--- src/rtl/maxpool_pkg.sv ---
// Shared definitions for the 2x2 pooling / unpooling blocks:
// default sample width, argmax position codes and the unpool row state.
package maxpool_pkg;

   localparam int DATA_BITS_DEF = 8;

   // Position of the max element inside its 2x2 window.
   localparam logic [1:0] IDX_TL = 2'd0;
   localparam logic [1:0] IDX_TR = 2'd1;
   localparam logic [1:0] IDX_BL = 2'd2;
   localparam logic [1:0] IDX_BR = 2'd3;

   typedef enum logic {
      ST_TOP = 1'b0,
      ST_BOT = 1'b1
   } state_t;

endpackage

--- src/rtl/maxunpool_linebuf.sv ---
// One pooled row of {data, idx} entries, written while the top output row
// is produced and replayed (combinational read) for the bottom output row.
module maxunpool_linebuf #(
   parameter int DEPTH = 14,
   parameter int WIDTH = 10,
   parameter int AW    = 4
) (
   input  logic             clk,
   input  logic             we,
   input  logic [AW-1:0]    waddr,
   input  logic [WIDTH-1:0] wdata,
   input  logic [AW-1:0]    raddr,
   output logic [WIDTH-1:0] rdata
);

   logic [WIDTH-1:0] mem [DEPTH];

   // Contents need no reset: every entry is written before it is read.
   always_ff @(posedge clk) begin
      if (we) mem[waddr] <= wdata;
   end

   assign rdata = mem[raddr];

endmodule

--- src/rtl/maxunpool_2x2.sv ---
// 2x2 max-unpool: each pooled sample is placed at its argmax position in a
// 2x2 window (others zero), emitted as a 2x-upsampled row-major stream.
module maxunpool_2x2
   import maxpool_pkg::*;
#(
   parameter int DATA_BITS = DATA_BITS_DEF,
   parameter int IN_W      = 14,
   parameter int IN_H      = 14
) (
   input  logic                 clk,
   input  logic                 rst_n,
   input  logic                 in_valid,
   output logic                 in_ready,
   input  logic [DATA_BITS-1:0] in_data,
   input  logic [1:0]           in_idx,
   output logic                 out_valid,
   input  logic                 out_ready,
   output logic [DATA_BITS-1:0] out_data,
   output logic                 out_last,
   output logic                 frame_done
);

   // Handshake: a transfer happens on a clock edge where valid && ready;
   // the producer holds data stable until then, and out_data/out_last
   // are registered and held while out_valid && !out_ready.

   localparam int CW  = (IN_W > 1) ? $clog2(IN_W) : 1;
   localparam int RW  = (IN_H > 1) ? $clog2(IN_H) : 1;
   localparam int LBW = DATA_BITS + 2;
   localparam logic [CW-1:0] COL_LAST = CW'(IN_W - 1);
   localparam logic [RW-1:0] ROW_LAST = RW'(IN_H - 1);

   state_t               state, state_nx;
   logic [CW-1:0]        col, col_nx;
   logic [RW-1:0]        row, row_nx;
   logic                 phase, phase_nx;
   logic                 live;
   logic                 slot_free;
   logic                 in_fire;
   logic                 load;
   logic [DATA_BITS-1:0] ld_data;
   logic                 ld_last;
   logic [LBW-1:0]       lb_rdata;
   logic [DATA_BITS-1:0] rd_data;
   logic [1:0]           rd_idx;

   maxunpool_linebuf #(
      .DEPTH (IN_W),
      .WIDTH (LBW),
      .AW    (CW)
   ) u_linebuf (
      .clk   (clk),
      .we    (in_fire),
      .waddr (col),
      .wdata ({in_data, in_idx}),
      .raddr (col),
      .rdata (lb_rdata)
   );

   assign rd_data   = lb_rdata[LBW-1:2];
   assign rd_idx    = lb_rdata[1:0];
   assign slot_free = !out_valid || out_ready;
   // live keeps in_ready low while reset is held.
   assign in_ready  = live && (state == ST_TOP) && !phase && slot_free;
   assign in_fire   = in_valid && in_ready;

   always_comb begin
      state_nx = state;
      col_nx   = col;
      row_nx   = row;
      phase_nx = phase;
      load     = 1'b0;
      ld_data  = '0;
      ld_last  = 1'b0;
      case (state)
         ST_TOP: begin
            if (!phase) begin
               if (in_fire) begin
                  load     = 1'b1;
                  ld_data  = (in_idx == IDX_TL) ? in_data : '0;
                  phase_nx = 1'b1;
               end
            end else if (slot_free) begin
               load     = 1'b1;
               ld_data  = (rd_idx == IDX_TR) ? rd_data : '0;
               phase_nx = 1'b0;
               if (col == COL_LAST) begin
                  col_nx   = '0;
                  state_nx = ST_BOT;
               end else begin
                  col_nx = col + 1'b1;
               end
            end
         end
         ST_BOT: begin
            if (slot_free) begin
               load     = 1'b1;
               phase_nx = !phase;
               if (!phase) begin
                  ld_data = (rd_idx == IDX_BL) ? rd_data : '0;
               end else begin
                  ld_data = (rd_idx == IDX_BR) ? rd_data : '0;
                  if (col == COL_LAST) begin
                     col_nx   = '0;
                     state_nx = ST_TOP;
                     ld_last  = (row == ROW_LAST);
                     row_nx   = (row == ROW_LAST) ? '0 : row + 1'b1;
                  end else begin
                     col_nx = col + 1'b1;
                  end
               end
            end
         end
         default: state_nx = ST_TOP;
      endcase
   end

   always_ff @(posedge clk) begin
      if (!rst_n) begin
         state      <= ST_TOP;
         col        <= '0;
         row        <= '0;
         phase      <= 1'b0;
         live       <= 1'b0;
         out_valid  <= 1'b0;
         out_data   <= '0;
         out_last   <= 1'b0;
         frame_done <= 1'b0;
      end else begin
         live       <= 1'b1;
         state      <= state_nx;
         col        <= col_nx;
         row        <= row_nx;
         phase      <= phase_nx;
         frame_done <= out_valid && out_ready && out_last;
         if (load) begin
            out_valid <= 1'b1;
            out_data  <= ld_data;
            out_last  <= ld_last;
         end else if (out_ready) begin
            out_valid <= 1'b0;
            out_last  <= 1'b0;
         end
      end
   end

endmodule

--- config.mk ---
export PLATFORM = sky130hd
export DESIGN_NAME = maxunpool_2x2
export DESIGN_NICKNAME = d
export VERILOG_FILES = /design/src/rtl/maxpool_pkg.sv /design/src/rtl/maxunpool_linebuf.sv /design/src/rtl/maxunpool_2x2.sv
export SDC_FILE = /design/constraint.sdc
export NUM_CORES = 1
export LEC_CHECK = 0
export BUFFER_PORTS_ARGS = -buffer_cell sky130_fd_sc_hd__buf_2
export CAP_MARGIN = 0
export CORE_MARGIN = 5
export CORE_UTILIZATION = 45
export CTS_CLUSTER_DIAMETER = 120
export DETAILED_ROUTE_END_ITERATION = 10
export PLACE_DENSITY = 0.58
export SLEW_MARGIN = 25
export SYNTH_ARGS = -nofsm -noshare
export SYNTH_HDL_FRONTEND = slang
export SYNTH_SLANG_ARGS = --single-unit
--- constraint.sdc ---
create_clock -name clk -period 7.1 [get_ports clk]
set_input_delay 1.775 -clock clk [delete_from_list [all_inputs] [get_ports clk]]
set_output_delay 1.775 -clock clk [all_outputs]
set_load 0.02 [all_outputs]
==> metrics, run 1 <==
filler cell count=roughly 1,200; Worst Path Required=roughly 5.3 ns; Nets=roughly 430; first-pass GRT wire length=about 22 mm; top cells by count, synth=edfxtp_1, dfxtp_1, nand2_1, nor2_1; Layout area overhead=11.9%; RSZ-0062 raised after global routing=false; share of cells above drive strength 1=between 20% and 30%; CTS max path bufs=2; Post-Place Worst Slack=between 2 and 3 ns; Iter 0 DRT Violations=approximately 290; Worst R2R Setup Slack=approximately 4.3 ns; WL/cell=between 20 and 25 um; final count of hold timing violations=0; clock skew=roughly 0.022 ns; I/O Buffers=25; internal power=between 0.0015 and 0.002 W; Die Area=17,500 um2; outcome=finished, final reports clean; CORE AREA=between 10,000 and 15,000 um2; vias in the first global route=3,559; Mapped Cells=between 300 and 400; Clock Power Share=roughly 43%; # IOs=26; DP Wirelength=9.05 mm; Pleak=2.40 nW; Worst-path clk slew=roughly 0.06 ns; ANT nets after route=0; initial antenna violation count=0; die span in x=around 130 um; Switching Fraction=around a fifth; diode count=0; area of the multi-input gates=1860 um2; Reg area=4730 um2; sw power=between 0.0004 and 0.0005 W; post-synth net total=between 400 and 500; Async S/R FF share, synth=0%; max_cap viols=0; Max Fanout on Critical Path=5; Final Cycle Share=between 50 and 60%; ys flop type=edfxtp_1; most frequent cell after synthesis=edfxtp_1; number of flops mapped to enable cells by yosys=140; power per cell area=267 nW/um2; Total GRT Usage=roughly 17%; Yosys Warn Count=0; Seq cells post-synth=between 150 and 200; Worst Setup Slack, final=2.90 ns; H-tree lvl count=4; die extent in y=about 130 um; worst skew pair latency=approximately 0.43 ns; Slew HR=a little over a third; clock buffer count from CTS=17; GRT overflow=0; Worst-Margin Slew=about 0.97 ns; Post-route DRC=0; Initial Util=between 40% and 50%; post-synthesis sequential area ratio=between 70% and 80%; root buffer cell=clkbuf_16; final WL=between 10 and 15 mm; CTS tree=built; clock sinks=166; Flop pwr share=53.0%; fmax=approximately 240 MHz; Distinct cells, synth=50; pins over their slew limit=0; Arr. time, crit path=roughly 2.4 ns; setup_tns=0 ns; Synth area leader=edfxtp_1; # rows=44; Worst Hold Class=reg -> reg; cell area after synthesis=a little under 7000 um2; drt pass-1 iters=5; Area contributors post-synth=edfxtp_1, dfxtp_1, mux4_1, mux2_2, mux2i_1; Vias per Instance=5.70; Syn Area/Cell=~17 um2; post-cts sizing count=0; vias=~3,500; Final Critical Period=approximately 4.2 ns; setup bufs post-CTS=0; Startpoint Class=primary input; # hold bufs at CTS=0; Final Wtd Congestion=about 0.74; Peak VDD IR=around 0.00015 V; critical path endpoint category=primary output; top-area cell type share of the netlist area=a little over three fifths; final setup fails=0; CP Class=in -> out; largest net degree at the start of global routing=between 40 and 50; Logic pwr share=around 3.8%
-- critical path: stages --
cell and delay (ns):
buf_2 0.12, nand2b_1 0.19, and3_1 0.19, buf_2 0.15
-- path summary, 6_finish.rpt --
kind / start / to / depth (start not counted)
min: out_data[1]$_SDFFE_PN0P_ / out_data[1]$_SDFFE_PN0P_ / 2
max: out_ready / in_ready / 4
max reg2reg: state$_SDFF_PN0_ / u_linebuf.mem[4][3]$_DFFE_PP_ / 3
min reg2reg: out_data[1]$_SDFFE_PN0P_ / out_data[1]$_SDFFE_PN0P_ / 2
-- layer usage --
layer	part of all wire, %	wire [um]	vias up	GRT usage (%)
met2	47	6780	103	25.3
met4	0.88	127	0	4.13
met1	46	6550	1761	24.4
li1	-	-	1606	-
met5	0	0	-	0
met3	6.5	929	6	5.31
-- power groups by stage --
stage	sequential [W]	clock [W]	combinational, W
detailed placement	0.00109	0	0.0000764
global placement	0.00109	0	0.0000754
floorplan	0.00109	0	0.0000468
finish	0.00107	0.000868	0.0000758
CTS	0.00107	0.000884	0.0000765
global route	0.00107	0.000927	0.0000817
-- logic make-up after synthesis --
logic type	count (synthesis)	synth area share [%]
DFF	166	70.1
and+or+nand+nor	86	6.71
muxes	61	15.0
AOI/OAI and AO/OA	48	5.11
buffers and inverters	24	2.60
xor gates and xnor gates	3	0.390
-- flip-flops by register name, indices dropped and copies added (netlist names), 4 cells and up, named ones only --
name / count
col: 4
row: 4
u_linebuf.mem: 140
out_data: 8
-- per-stage QoR --
| step | utilization (%) | hold WS, ns | cells | power [W] | area [um2] |
|---|---|---|---|---|---|
| after floorplan | - | 0.472 | 388 | 0.00113 | 6740 |
| after detailed placement | 47.8 | 0.465 | 578 | 0.00116 | 6970 |
| final | 51.7 | 0.476 | 610 | 0.00201 | 7540 |
| after global placement | 47.8 | 0.465 | 578 | 0.00116 | 6970 |
| after CTS | 51.6 | 0.484 | 610 | 0.00203 | 7530 |
| after global routing | 51.7 | 0.512 | 610 | 0.00207 | 7540 |
-- area by class of cell --
cell class                      instances  area share (%)
Sequential cell                       166            62.7
Multi-Input combinational cell        198            24.7
Clock buffer                           26            7.02
Tap cell                              184            3.05
Timing Repair Buffer                   28            1.96
Clock inverter                          6           0.498
Inverter                                2          0.0996
-- placed cells by master, fill, tap and decap left out, types with 7 or more instances in the layout --
master	count
clkbuf_16	19
buf_2	25
o21ai_1	8
nor2_1	20
edfxtp_1	140
a22oi_1	9
mux4_2	7
mux2_2	18
mux2i_1	18
mux4_1	18
nand2_1	21
dfxtp_1	24
a21oi_1	8
(Power assumes the default switching activity.)
==> run 2, diff against run 1 <==
Clock period 7.1 ns to 3.96 ns, I/O delays scaled along.
==> metrics, run 2 (synthesis gave the netlist of run 1 again) <==
outcome=finished, final reports clean; largest register by flop count=u_linebuf.mem; commonest non-fill, non-tap cell in the layout=edfxtp_1; ANT nets after route=0 (unchanged); vias in the first global route=3,617 (+1.6%); placed cells=593 (+2.6%); final instance area=7650 um2 (+1.5%); largest net degree at the start of global routing=25 (-42%); crit-path cells=buf_2 -> nand2_1 -> nor4_1 -> or3b_1 -> nor3_2; max incr delay on CP=0.66 ns (+0.47 ns); critical path endpoint category=register; post-cts sizing count=0 (unchanged); GRT overflow=0 (unchanged); Layout area overhead=13.6%; final count of hold timing violations=0 (unchanged); vias=3,537 (+1.8%); most frequent cells in the layout=edfxtp_1, dfxtp_1, buf_2, nand2_1, nor2_1; max_cap viols=0 (unchanged); Startpoint Class=primary input; fmax=roughly 360 MHz; CP Class=in -> reg; Peak VDD IR=0.000269 V (+81%); CTS tree=built; clock skew=0.0104 ns (-0.0114 ns); I/O Buffers=25 (unchanged); Max Fanout on Critical Path=10 (+5); die extent in y=132 um (unchanged); H-tree lvl count=4 (unchanged); Worst Path Required=4.00 ns (-1.33 ns); WL/cell=21.7 um (-7.9%); setup_tns=0 ns (unchanged); Initial Util=46.2% (unchanged); Arr. time, crit path=2.83 ns (+0.41 ns); Final Cycle Share=between 70% and 80%; Worst Hold Class=reg -> reg; worst skew pair latency=0.42 ns (about the same); filler cell count=1,162 (-1.7%); CP delay by family, top=simple AND/OR/NAND/NOR gates; clock sinks=166 (unchanged); Die Area=17,500 um2 (unchanged); CORE AREA=14,600 um2 (unchanged); power per cell area=476 nW/um2 (+79%); Largest regs=u_linebuf.mem: 140 flops, out_data: 8 flops; Slowest-stage cell, CP=nor3_2; Vias per Instance=5.66 (-0.69%); # IOs=26 (unchanged); final WL=13.6 mm (-5.6%); clock buffer count from CTS=17 (unchanged); # hold bufs at CTS=0 (unchanged); CTS max path bufs=2 (unchanged); Pleak=2.47 nW (+3.2%); Final Wtd Congestion=0.797 (+7.7%); setup bufs post-CTS=0 (unchanged); area of the multi-input gates=1860 um2 (-0.13%); root buffer cell=clkbuf_16; diode count=0 (unchanged); RSZ-0062 raised after global routing=false; Nets=442 (+3.5%); fin cells=625 (+2.5%); Iter 0 DRT Violations=349 (+20%); Post-route DRC=0 (unchanged); Final Critical Period=2.79 ns; Total GRT Usage=16.1% (-0.80 points); share of cells above drive strength 1=24.0% (+1.3 points); Placed Area=7080 um2 (+1.6%); Worst-path clk slew=0.06 ns (about the same); pins over their slew limit=0 (unchanged); Buf/Inv on CP=1 (-1); initial antenna violation count=0 (unchanged); die span in x=132 um (unchanged); DP Wirelength=8.69 mm (-3.9%); Reg area=4730 um2 (about the same); final setup fails=0 (unchanged); # rows=44 (unchanged); Worst-Margin Slew=0.839 ns (-0.127 ns); first-pass GRT wire length=20.8 mm (-5.0%); Slew HR=43.8% (+8.4 points); drt pass-1 iters=4 (-1); max FFs per register=140 (unchanged)
[run 2: cell types whose count changed in the layout (fill, tap and decap cells not counted), sizes merged]
| cell | before | now |
|---|---|---|
| bufinv | 0 | 3 |
| buf | 28 | 43 |
| clkbuf | 26 | 20 |
| clkinv | 3 | 8 |
| inv | 5 | 3 |
[run 2: routing by layer]
| layer | GRT usage (%) | up-vias | routed length (um) |
|---|---|---|---|
| met2 | 26.0 | 83 | 6880 |
| li1 | - | 1640 | - |
| met5 | 0 | - | 0 |
| met3 | 4.20 | 21 | 614 |
| met4 | 7.01 | 0 | 262 |
| met1 | 20.7 | 1793 | 5820 |
[run 2: worst register-to-register path: cells and delay by family (launching register included)]
| kind | cells | cell delay, ns |
|---|---|---|
| compound gates | 5 | 1.26 |
| flops | 1 | 0.63 |
| buf+inv | 1 | 0.39 |
| simple gates | 1 | 0.15 |
[run 2: worst paths after layout]
path                             from  slack (ns)                             to  cells past startpoint
max                          in_valid        1.17  u_linebuf.mem[0][2]$_DFFE_PP_                      5
min          out_data[5]$_SDFFE_PN0P_        0.48       out_data[5]$_SDFFE_PN0P_                      2
max reg2reg                  register        1.39       out_data[4]$_SDFFE_PN0P_                      7
min reg2reg  out_data[5]$_SDFFE_PN0P_        0.48       out_data[5]$_SDFFE_PN0P_                      2
[run 2: power breakdown]
group          total (W)  internal (W)  switching (W)
Clock            0.00160      0.000980       0.000624
Combinational   0.000122     0.0000496      0.0000728
Sequential       0.00191       0.00190      0.0000112
[run 2: final cells by class]
type,instances,area share (%)
Tap cell,184,3.01
Inverter,2,0.0981
Clock buffer,20,5.71
Timing Repair Buffer,43,3.40
Multi-Input combinational cell,198,24.3
Sequential cell,166,61.8
Clock inverter,12,1.75
[run 2: metrics by stage]
stage          total power [W]  hold slack, ns  setup WS (ns)  utilization [%]
3_5_place_dp           0.00208           0.470          0.726             48.5
3_3_place_gp           0.00207           0.465          0.784             48.5
6_report               0.00364           0.485           1.17             52.4
4_1_cts                0.00368           0.488           1.19             52.4
5_1_grt                0.00376           0.529          0.966             52.4
2_1_floorplan          0.00203           0.472          0.890                -
